File: src/rtl/stereo_pkg.sv
// Shared types and constants for the stereo capture path.
// Holds the frame writer FSM encoding, byte-enable codes and FIFO entry sizing.
package stereo_pkg;

    typedef enum logic [1:0] {
        FW_EMPTY = 2'd0,
        FW_HALF  = 2'd1,
        FW_DRAIN = 2'd2
    } fw_state_e;

    localparam logic [1:0] BE_LO   = 2'b01;
    localparam logic [1:0] BE_HI   = 2'b10;
    localparam logic [1:0] BE_BOTH = 2'b11;

    localparam int unsigned FW_ADDR_W = 19;

    // FIFO entry is {word address, data, byte enables}
    function automatic int unsigned fw_entry_w(input int unsigned addr_w);
        return addr_w - 1 + 16 + 2;
    endfunction

    localparam int unsigned FW_ENTRY_W = FW_ADDR_W - 1 + 16 + 2;

endpackage

File: src/rtl/sync_fifo.sv
// Single-clock first-word fall-through FIFO; the head is zero while empty.
// A push into a full FIFO is taken only when a pop happens in the same cycle.
module sync_fifo #(
    parameter int unsigned WIDTH = 8,
    parameter int unsigned DEPTH = 4
) (
    input  logic             clk_i,
    input  logic             rst_i,
    input  logic             push_i,
    input  logic [WIDTH-1:0] wdata_i,
    input  logic             pop_i,
    output logic [WIDTH-1:0] rdata_o,
    output logic             full_o,
    output logic             empty_o
);

    localparam int unsigned PtrW = (DEPTH > 1) ? $clog2(DEPTH) : 1;
    localparam int unsigned CntW = $clog2(DEPTH + 1);

    logic [WIDTH-1:0] mem_q [DEPTH];
    logic [PtrW-1:0]  wr_ptr_q, rd_ptr_q;
    logic [CntW-1:0]  cnt_q;
    logic             do_push, do_pop;

    always_comb begin
        empty_o = (cnt_q == '0);
        full_o  = (cnt_q == CntW'(DEPTH));
        do_pop  = pop_i && !empty_o;
        do_push = push_i && (!full_o || do_pop);
        rdata_o = empty_o ? '0 : mem_q[rd_ptr_q];
    end

    always_ff @(posedge clk_i or posedge rst_i) begin
        if (rst_i) begin
            wr_ptr_q <= '0;
            rd_ptr_q <= '0;
            cnt_q    <= '0;
        end else begin
            if (do_push) wr_ptr_q <= wr_ptr_q + PtrW'(1);
            if (do_pop)  rd_ptr_q <= rd_ptr_q + PtrW'(1);
            case ({do_push, do_pop})
                2'b10:   cnt_q <= cnt_q + CntW'(1);
                2'b01:   cnt_q <= cnt_q - CntW'(1);
                default: cnt_q <= cnt_q;
            endcase
        end
    end

    always_ff @(posedge clk_i) begin
        if (do_push) mem_q[wr_ptr_q] <= wdata_i;
    end

endmodule

File: src/rtl/frame_writer.sv
// Packs camera pixels two per 16-bit SRAM word, buffers them and drains over req/ack.
// On a vsync fall the pending half word is flushed and frame_done fires once drained.
module frame_writer
    import stereo_pkg::*;
#(
    parameter int unsigned DEPTH  = 4,
    parameter int unsigned ADDR_W = 19
) (
    input  logic              pclk,
    input  logic              reset,
    input  logic              is_val,
    input  logic [7:0]        value,
    input  logic [ADDR_W-1:0] mem_addr,
    input  logic              vsync,
    output logic              wr_req,
    input  logic              wr_ack,
    output logic [ADDR_W-2:0] wr_addr,
    output logic [15:0]       wr_data,
    output logic [1:0]        wr_be,
    output logic              frame_done,
    output logic              overflow,
    output logic [15:0]       drop_count
);

    localparam int unsigned WA     = ADDR_W - 1;
    localparam int unsigned EntryW = fw_entry_w(ADDR_W);

    fw_state_e         state_q, state_d;
    logic [7:0]        byte_q, byte_d;
    logic [WA-1:0]     waddr_q, waddr_d;
    logic              skid_vld_q, skid_vld_d;
    logic [EntryW-1:0] skid_q, skid_d;
    logic              vsync_q;
    logic              overflow_q;
    logic [15:0]       drop_q;

    logic [WA-1:0]     pix_waddr;
    logic              pix_odd, vsync_fall, pend;
    logic [3:0]        src_vld;
    logic [EntryW-1:0] src [4];
    logic              c0_vld, c1_vld;
    logic [EntryW-1:0] c0, c1;
    logic              fifo_full, fifo_empty, pop, drop;
    logic [EntryW-1:0] fifo_rdata;

    assign pix_waddr  = mem_addr[ADDR_W-1:1];
    assign pix_odd    = mem_addr[0];
    assign vsync_fall = vsync_q && !vsync;

    // Word sources in age order: skid, pixel-completed words, flushed half word
    always_comb begin
        state_d    = state_q;
        byte_d     = byte_q;
        waddr_d    = waddr_q;
        pend       = (state_q == FW_HALF);
        frame_done = 1'b0;
        src_vld    = '0;
        for (int i = 0; i < 4; i++) src[i] = '0;
        src_vld[0] = skid_vld_q;
        src[0]     = skid_q;

        if (state_q == FW_DRAIN) begin
            if (fifo_empty && !skid_vld_q) begin
                state_d    = FW_EMPTY;
                frame_done = 1'b1;
            end
        end else begin
            if (is_val) begin
                if (pend && pix_odd && (pix_waddr == waddr_q)) begin
                    src_vld[1] = 1'b1;
                    src[1]     = {waddr_q, value, byte_q, BE_BOTH};
                    pend       = 1'b0;
                end else begin
                    if (pend) begin
                        src_vld[1] = 1'b1;
                        src[1]     = {waddr_q, 8'h00, byte_q, BE_LO};
                        pend       = 1'b0;
                    end
                    if (pix_odd) begin
                        src_vld[2] = 1'b1;
                        src[2]     = {pix_waddr, value, 8'h00, BE_HI};
                    end else begin
                        pend    = 1'b1;
                        byte_d  = value;
                        waddr_d = pix_waddr;
                    end
                end
            end
            if (vsync_fall) begin
                if (pend) begin
                    src_vld[3] = 1'b1;
                    src[3]     = {waddr_d, 8'h00, byte_d, BE_LO};
                end
                state_d = FW_DRAIN;
            end else begin
                state_d = pend ? FW_HALF : FW_EMPTY;
            end
        end
    end

    // At most two sources are live; the older goes to the FIFO, the younger to the skid
    always_comb begin
        c0_vld = 1'b0;
        c1_vld = 1'b0;
        c0     = '0;
        c1     = '0;
        for (int i = 0; i < 4; i++) begin
            if (src_vld[i]) begin
                if (!c0_vld) begin
                    c0     = src[i];
                    c0_vld = 1'b1;
                end else begin
                    c1     = src[i];
                    c1_vld = 1'b1;
                end
            end
        end
        skid_vld_d = c1_vld;
        skid_d     = c1;
        pop        = wr_req && wr_ack;
        drop       = c0_vld && fifo_full && !pop;
    end

    sync_fifo #(
        .WIDTH (EntryW),
        .DEPTH (DEPTH)
    ) u_fifo (
        .clk_i   (pclk),
        .rst_i   (reset),
        .push_i  (c0_vld),
        .wdata_i (c0),
        .pop_i   (pop),
        .rdata_o (fifo_rdata),
        .full_o  (fifo_full),
        .empty_o (fifo_empty)
    );

    assign wr_req                     = !fifo_empty;
    assign {wr_addr, wr_data, wr_be}  = fifo_rdata;
    assign overflow                   = overflow_q;
    assign drop_count                 = drop_q;

    always_ff @(posedge pclk or posedge reset) begin
        if (reset) begin
            state_q    <= FW_EMPTY;
            byte_q     <= '0;
            waddr_q    <= '0;
            skid_vld_q <= 1'b0;
            skid_q     <= '0;
            vsync_q    <= 1'b0;
            overflow_q <= 1'b0;
            drop_q     <= '0;
        end else begin
            state_q    <= state_d;
            byte_q     <= byte_d;
            waddr_q    <= waddr_d;
            skid_vld_q <= skid_vld_d;
            skid_q     <= skid_d;
            vsync_q    <= vsync;
            if (drop) begin
                overflow_q <= 1'b1;
                if (drop_q != 16'hFFFF) drop_q <= drop_q + 16'd1;
            end
        end
    end

endmodule

File: config.mk
export PLATFORM = sky130hd
export DESIGN_NAME = frame_writer
export DESIGN_NICKNAME = d
export VERILOG_FILES = /design/src/rtl/stereo_pkg.sv /design/src/rtl/sync_fifo.sv /design/src/rtl/frame_writer.sv
export SDC_FILE = /design/constraint.sdc
export NUM_CORES = 1
export LEC_CHECK = 0
export BUFFER_PORTS_ARGS = -buffer_cell sky130_fd_sc_hd__clkbuf_2
export CAP_MARGIN = 0
export CORE_AREA = 8 8 120 177
export CTS_BUF_LIST = sky130_fd_sc_hd__clkbuf_16
export DETAILED_ROUTE_END_ITERATION = 16
export DIE_AREA = 0 0 128 185
export PLACE_DENSITY = 0.79
export REMOVE_ABC_BUFFERS = 1
export SLEW_MARGIN = 20
export SYNTH_ARGS = -nofsm -noshare
export SYNTH_HDL_FRONTEND = slang
export SYNTH_SLANG_ARGS = --single-unit
export TNS_END_PERCENT = 10
File: constraint.sdc
create_clock -name pclk -period 4.1 [get_ports pclk]
set_clock_uncertainty 0.05 [all_clocks]
set_input_delay 0.205 -clock pclk [delete_from_list [all_inputs] [get_ports pclk]]
set_output_delay 0.205 -clock pclk [all_outputs]
set_load 0.005 [all_outputs]
==> flow_summary.yaml, run 1 <==
logic_synthesis:
  synth_xor_area_share_pct: 3.32
  synthFlopType: "edfxtp_1"
  seq_area_frac_synth_pct: 65.6
  synth_fa_ha_area_share_pct: 0.823
  netlist_area_um2: 10000
  synth-simple-area-share_pct: 8.22
  synth_compound_area_share_pct: 8.97
  synthDominantCellAreaShare_pct: 43.1
  synth.area.mux_share_pct: 11.3
  synth_top_cell_by_area: "edfxtp_1"
  synthTopCellsByArea: "edfxtp_1, dfrtp_1, mux4_2"
  synth_top_family_by_area: "multiplexers"
  synthArstFlopShare_pct: 38.5
  ys_warn_count: 0
  netlist_instances: 621
  avgSynthCellArea_um2: 16.1
  synthDistinctLibCells: 57
  synth_edf_count: 144
  synth_seq_cells: 234
sta:
  drv_slew: 0
  setup_viol: 0
  period_share_pct: 72.5
  hold_viol_final: 0
  setup_ws_ps: 1130
  period_needed_ps: 2970
  rsz0062_at_grt: "no"
  setup-tns-final_ps: 0
  hold_ws_ps: 283
  relSlewSlack_pct: 39.2
  fmax_ghz: 0.336
  worstMarginPinSlew_ps: 906
detailed_routing:
  wirelength_um: 20700
  first_iter_violations: 377
  dr.pass1.iters: 7
  vias: 5825
  final_antenna_net_count: 0
  drc_errors: 0
  vias_per_cell: 5.77
  wl_per_cell_um: 20.5
global_route:
  antenna_found_initial: 0
  grt_max_degree: 63
  grt_pass1_wl_um: 33800
  grt_usage_pct: 18.2
  first_global_vias: 6354
  gr-total-overflow: 0
floorplanning:
  fp.coreArea_um2: 18800
  dieArea_um2: 23700
  ios: 87
  rows: 62
  die_h_um: 185
  start_util_pct: 53.4
  dieWidth_um: 128
pwr:
  max-vdd-ir-drop_mv: 0.397
  p_leak_nw: 4.72
  total_power_mw: 6.96
  power_density_nw_per_um2: 598
clocking:
  clk_path_buf_depth: 3
  clk_pin_slew_ps: 70
  cts-root-buf: "clkbuf_16"
  cts_hold_buf: 29
  htreeDepth: 1
  clock_latency_ps: 490
  post_cts_buffers: 0
  cts_buffers: 20
  cts_resized: 0
  clkSinkCount: 234
  cts_tree: "built"
setup_path:
  crit_top_cell: "a21o_1"
  endpoint_kind: "flop"
  cp.required_ps: 4380
  critPathMaxFanout: 28
  crit_type: "reg2reg"
  crit_chain: "nand2b_1 > nand2_2 > nor3_2 > a21o_1 > a21o_1"
  start_kind: "flop"
  r2r_slack_ps: 1130
  slowest_stage: "nor3_2"
  max_stage_delay_ps: 740
  worstPathArrival_ps: 3250
placed_design:
  placed_cells: 944
  dp_hpwl_um: 13200
  pre_cts_ws_ps: 1100
  gp_congestion: 0.780
  numPortBuffers: 86
layout:
  nets: 778
  final_cells: 1010
  layout-drive-gt1-share_pct: 28.2
  antenna_cells: 0
  syn_to_final_growth_pct: 16.1
hold_path:
  hold_path_class: "in2reg"
outcome:
  status: "finished, final reports clean"
flow_run:
  drv_cap: 0
-- stage by stage --
step	utilization [%]	cell area (um^2)
finish	62.0	11600
global route	62.0	11600
CTS	61.9	11600
detailed placement	57.0	10700
global placement	57.0	10700
floorplan	-	9870
-- flip-flops by register name, summed over array words and instances, names as in the netlist --
signal / count
u_fifo.cnt_q: 3
u_fifo.wr_ptr_q: 2
state_q: 2
skid_vld_q: 1
drop_count: 16
overflow: 1
byte_q: 8
u_fifo.rd_ptr_q: 2
u_fifo.mem_q: 144
vsync_q: 1
skid_q: 36
waddr_q: 18
-- worst max-delay path: cells and delay by family, from the launching register on --
family,cells,cell delay [ps]
and+or+nand+nor,3,1450
AOI/OAI and AO/OA,2,870
DFF,1,450
-- final cells by class --
cell class                 instances  area (um^2)
sequential                       234         6580
timing repair buffer             126          811
fill                            1364         7130
multi-input combinational        352         3280
clock buffer                      21          526
clock inverter                    15          104
inverter                           6         25.0
tap                              256          320
-- synth_stat cells (9+ instances only) --
| cell type | instances |
|---|---|
| a21o_1 | 21 |
| edfxtp_1 | 144 |
| nor3_1 | 10 |
| xnor2_1 | 25 |
| mux4_2 | 36 |
| nand3_1 | 9 |
| xor2_1 | 13 |
| clkbuf_1 | 15 |
| mux2_2 | 28 |
| and2_1 | 48 |
| dfrtp_1 | 90 |
| a22o_1 | 52 |
| nand2_1 | 33 |
-- layer usage --
| metal | track usage [%] | vias to the layer above | routed length [um] |
|---|---|---|---|
| met5 | 0 | - | 0 |
| met4 | 6.21 | 0 | 456 |
| met3 | 2.74 | 34 | 1070 |
| met2 | 34.1 | 193 | 11500 |
| met1 | 20.6 | 2979 | 7700 |
| li1 | - | 2619 | - |
-- power breakdown --
part           internal, mW  switching, mW
Combinational          1.02          0.933
Sequential             2.93          0.278
Clock                 0.998          0.804
-- kinds of logic (layout without fill, tap and decap cells) --
group,after synthesis,in the layout
multiplexers,65,65
flip-flops,234,234
AND/OR/NAND/NOR,137,137
buffers and inverters,35,168
XOR/XNOR,38,38
AO/OA/AOI/OAI,106,106
adder cells (fa/ha/maj),6,6
-- path summary, 6_finish.rpt --
kind / to / cells past startpoint / start
max: u_fifo.mem_q[3][20]$_DFFE_PP_ / 5 / state_q[0]$_DFFE_PP0P_
min: state_q[0]$_DFFE_PP0P_ / 4 / is_val
max reg2reg: u_fifo.mem_q[3][20]$_DFFE_PP_ / 5 / state_q[0]$_DFFE_PP0P_
min reg2reg: overflow$_DFFE_PP0P_ / 1 / overflow$_DFFE_PP0P_
max in group asynchronous: skid_q[34]$_DFF_PP0_ / 4 / reset
min in group asynchronous: drop_count[2]$_DFFE_PP0P_ / 3 / reset
-- placed cells by master, fill, tap and decap left out, drive strengths merged, types with 3 or more instances in the layout --
cell	Yosys	final
nand2b	5	5
clkbuf	15	107
xor2	13	13
nand3	9	9
a31oi	3	3
and3	4	4
inv	6	10
mux2	28	28
nand4	4	4
xnor2	25	25
dlygate4sd3	0	29
mux4	36	36
o21ai	4	4
nor3	14	14
a21oi	9	9
a21o	21	21
nor4	4	4
a22oi	8	8
nand2	34	34
nor2	5	5
clkinv	0	8
a22o	52	52
and2	48	48
buf	14	11
edfxtp	144	144
dfrtp	90	90
ha	5	5
No activity file was read; power rests on OpenSTA's default activity.
==> run 2: changes to the inputs <==
clock period = 3.05 ns   (was 4.1 ns; I/O delays follow)
==> run 2 against run 1 <==
Effect of this change: routed wire length up 2.1%; core utilization up 0.54 points; final cell count up 0.59%; clock-buffer cell count unchanged; sequential power up 35%; critical path type is now reg2out.
==> flow_summary.yaml, run 2 (synthesis gave the netlist of run 1 again) <==
outcome:
  status: "finished, final reports clean"
layout:
  antenna_cells: 0
  syn_to_final_growth_pct: 17.1
  regMostFlops: "u_fifo.mem_q"
  ff_latch_area_um2: 6580
  final_common_cell: "edfxtp_1"
  layout-drive-gt1-share_pct: 28.6
  nFillCells: 1388
  multiInputGateArea_um2: 3280
  nets: 784
  largest_reg_flops: 144
  layout_common_cells: "edfxtp_1, dfrtp_1, clkbuf_2, a22o_1, and2_1"
  reg.largest.list: "u_fifo.mem_q: 144 flops, skid_q: 36 flops, waddr_q: 18 flops"
flow_run:
  drv_cap: 0
floorplanning:
  fp.coreArea_um2: 18800
  dieArea_um2: 23700
  ios: 87
  die_h_um: 185
  dieWidth_um: 128
  rows: 62
  start_util_pct: 53.4
setup_path:
  reg2reg_depth: 5
  crit_chain: "buf_12 > mux4_2 > and2_1 > clkbuf_2"
  start_kind: "flop"
  slowest_stage: "dfrtp_2"
  r2r_slack_ps: 610
  worstPathArrival_ps: 2410
  endpoint_kind: "output port"
  max_stage_delay_ps: 750
  cp.required_ps: 2850
  timing.rr.end: "skid_q[30]$_DFF_PP0_"
  reg2reg_from: "state_q[0]$_DFFE_PP0P_"
  critPathMaxFanout: 24
  crit_type: "reg2out"
clocking:
  clk_path_buf_depth: 3
  cts-root-buf: "clkbuf_16"
  cts_buffers: 21
  htreeDepth: 1
  clock_latency_ps: 490
  clkSinkCount: 234
  clk_pin_slew_ps: 60
  cts_tree: "built"
detailed_routing:
  wirelength_um: 21100
  first_iter_violations: 424
  vias_per_cell: 5.81
  dr.pass1.iters: 4
  final_antenna_net_count: 0
  vias: 5899
  drc_errors: 0
  wl_per_cell_um: 20.8
pwr:
  power_density_nw_per_um2: 804
  p_leak_nw: 4.79
  power_frac_clock_pct: 25.6
  total_power_mw: 9.44
  p_comb_share_pct: 28.4
  power.switching_mw: 2.74
  max-vdd-ir-drop_mv: 0.544
  switching_share_pct: 29.0
  p_int_mw: 6.70
  seqPwrFrac_pct: 45.9
hold_path:
  hold_path_class: "in2reg"
  min-delay-start: "mem_addr[0]"
  worstHoldPathCells: 3
  hold_end: "skid_q[1]$_DFF_PP0_"
sta:
  fmax_ghz: 0.382
  worstMarginPinSlew_ps: 805
  hold_viol_final: 0
  relSlewSlack_pct: 46.3
  period_needed_ps: 2610
  rsz0062_at_grt: "no"
  setup-tns-final_ps: 0
  drv_slew: 0
  period_share_pct: 85.7
  setup_viol: 0
placed_design:
  numPortBuffers: 86
  dp_hpwl_um: 13400
  gp_congestion: 0.849
global_route:
  gr-total-overflow: 0
  antenna_found_initial: 0
  grt_usage_pct: 18.3
  first_global_vias: 6422
  grt_pass1_wl_um: 33900
  grt_max_degree: 47
## run 2: cell count changes in the layout (fill, tap and decap cells not counted), sizes merged
cell      delta
clkinvlp     -2
inv          +6
clkinv       -3
buf          +5
## run 2: cell type report
cell class / instances / share of cell area, %
multi-input combinational: 352 / 27.9
inverter: 6 / 0.202
clock inverter: 16 / 0.863
tap: 256 / 2.73
timing repair buffer: 131 / 7.80
sequential: 234 / 56.0
clock buffer: 21 / 4.48
## run 2: critical path: cells and delay by family (launching register included)
| kind | cells | cell delay [ps] |
|---|---|---|
| multiplexers | 1 | 530 |
| AND/OR/NAND/NOR | 1 | 200 |
| buffers and inverters | 2 | 430 |
| flip-flops | 1 | 750 |
## run 2: worst max-delay path by stage
stage / start / slack [ps] / endpoint
final: u_fifo.rd_ptr_q[0]$_DFFE_PP0P_ / 440 / wr_addr[14]
after global routing: u_fifo.rd_ptr_q[0]$_DFFE_PP0P_ / 320 / wr_addr[14]
after CTS: u_fifo.rd_ptr_q[0]$_DFFE_PP0P_ / 380 / wr_addr[8]
after global placement: state_q[0]$_DFFE_PP0P_ / 830 / skid_q[35]$_DFF_PP0_
after floorplan: skid_vld_q$_DFF_PP0_ / 180 / u_fifo.mem_q[0][0]$_DFFE_PP_
after detailed placement: state_q[0]$_DFFE_PP0P_ / 670 / skid_q[22]$_DFF_PP0_
## run 2: power by group through the flow
stage                     Sequential (mW)  Combinational (mW)  Clock [mW]
final                                4.34                2.68        2.42
after global routing                 4.40                2.95        2.58
after CTS                            4.33                2.74        2.47
after detailed placement             4.39                2.70           0
after global placement               4.33                2.61           0
after floorplan                      4.40                1.62           0
## run 2: what timing repair did
| action | in CTS | in global routing |
|---|---|---|
| endpoints found under the hold margin | 107 | 0 |
| resized for setup | 0 | 0 |
| setup buffers | 0 | 0 |
| hold buffers | 29 | 0 |
## run 2: per-stage QoR
| stage | utilization, % | cell area, um^2 | hold WS (ps) | instances | worst slack, ps |
|---|---|---|---|---|---|
| final | 62.5 | 11700 | 220 | 1016 | 435 |
| after global routing | 62.5 | 11700 | 223 | 1016 | 324 |
| after CTS | 62.5 | 11700 | 184 | 1016 | 379 |
| after detailed placement | 57.7 | 10800 | 250 | 950 | 673 |
| after global placement | 57.7 | 10800 | 234 | 950 | 827 |
| after floorplan | - | 9870 | 134 | 592 | 176 |
## run 2: metal layers
metal  vias up  wire length (um)  track usage [%]
met3        44              1290             2.85
li1       2627                 -                -
met2       205             11300             33.2
met5         -                 0                0
met4         0               566             6.69
met1      3023              7930             21.3
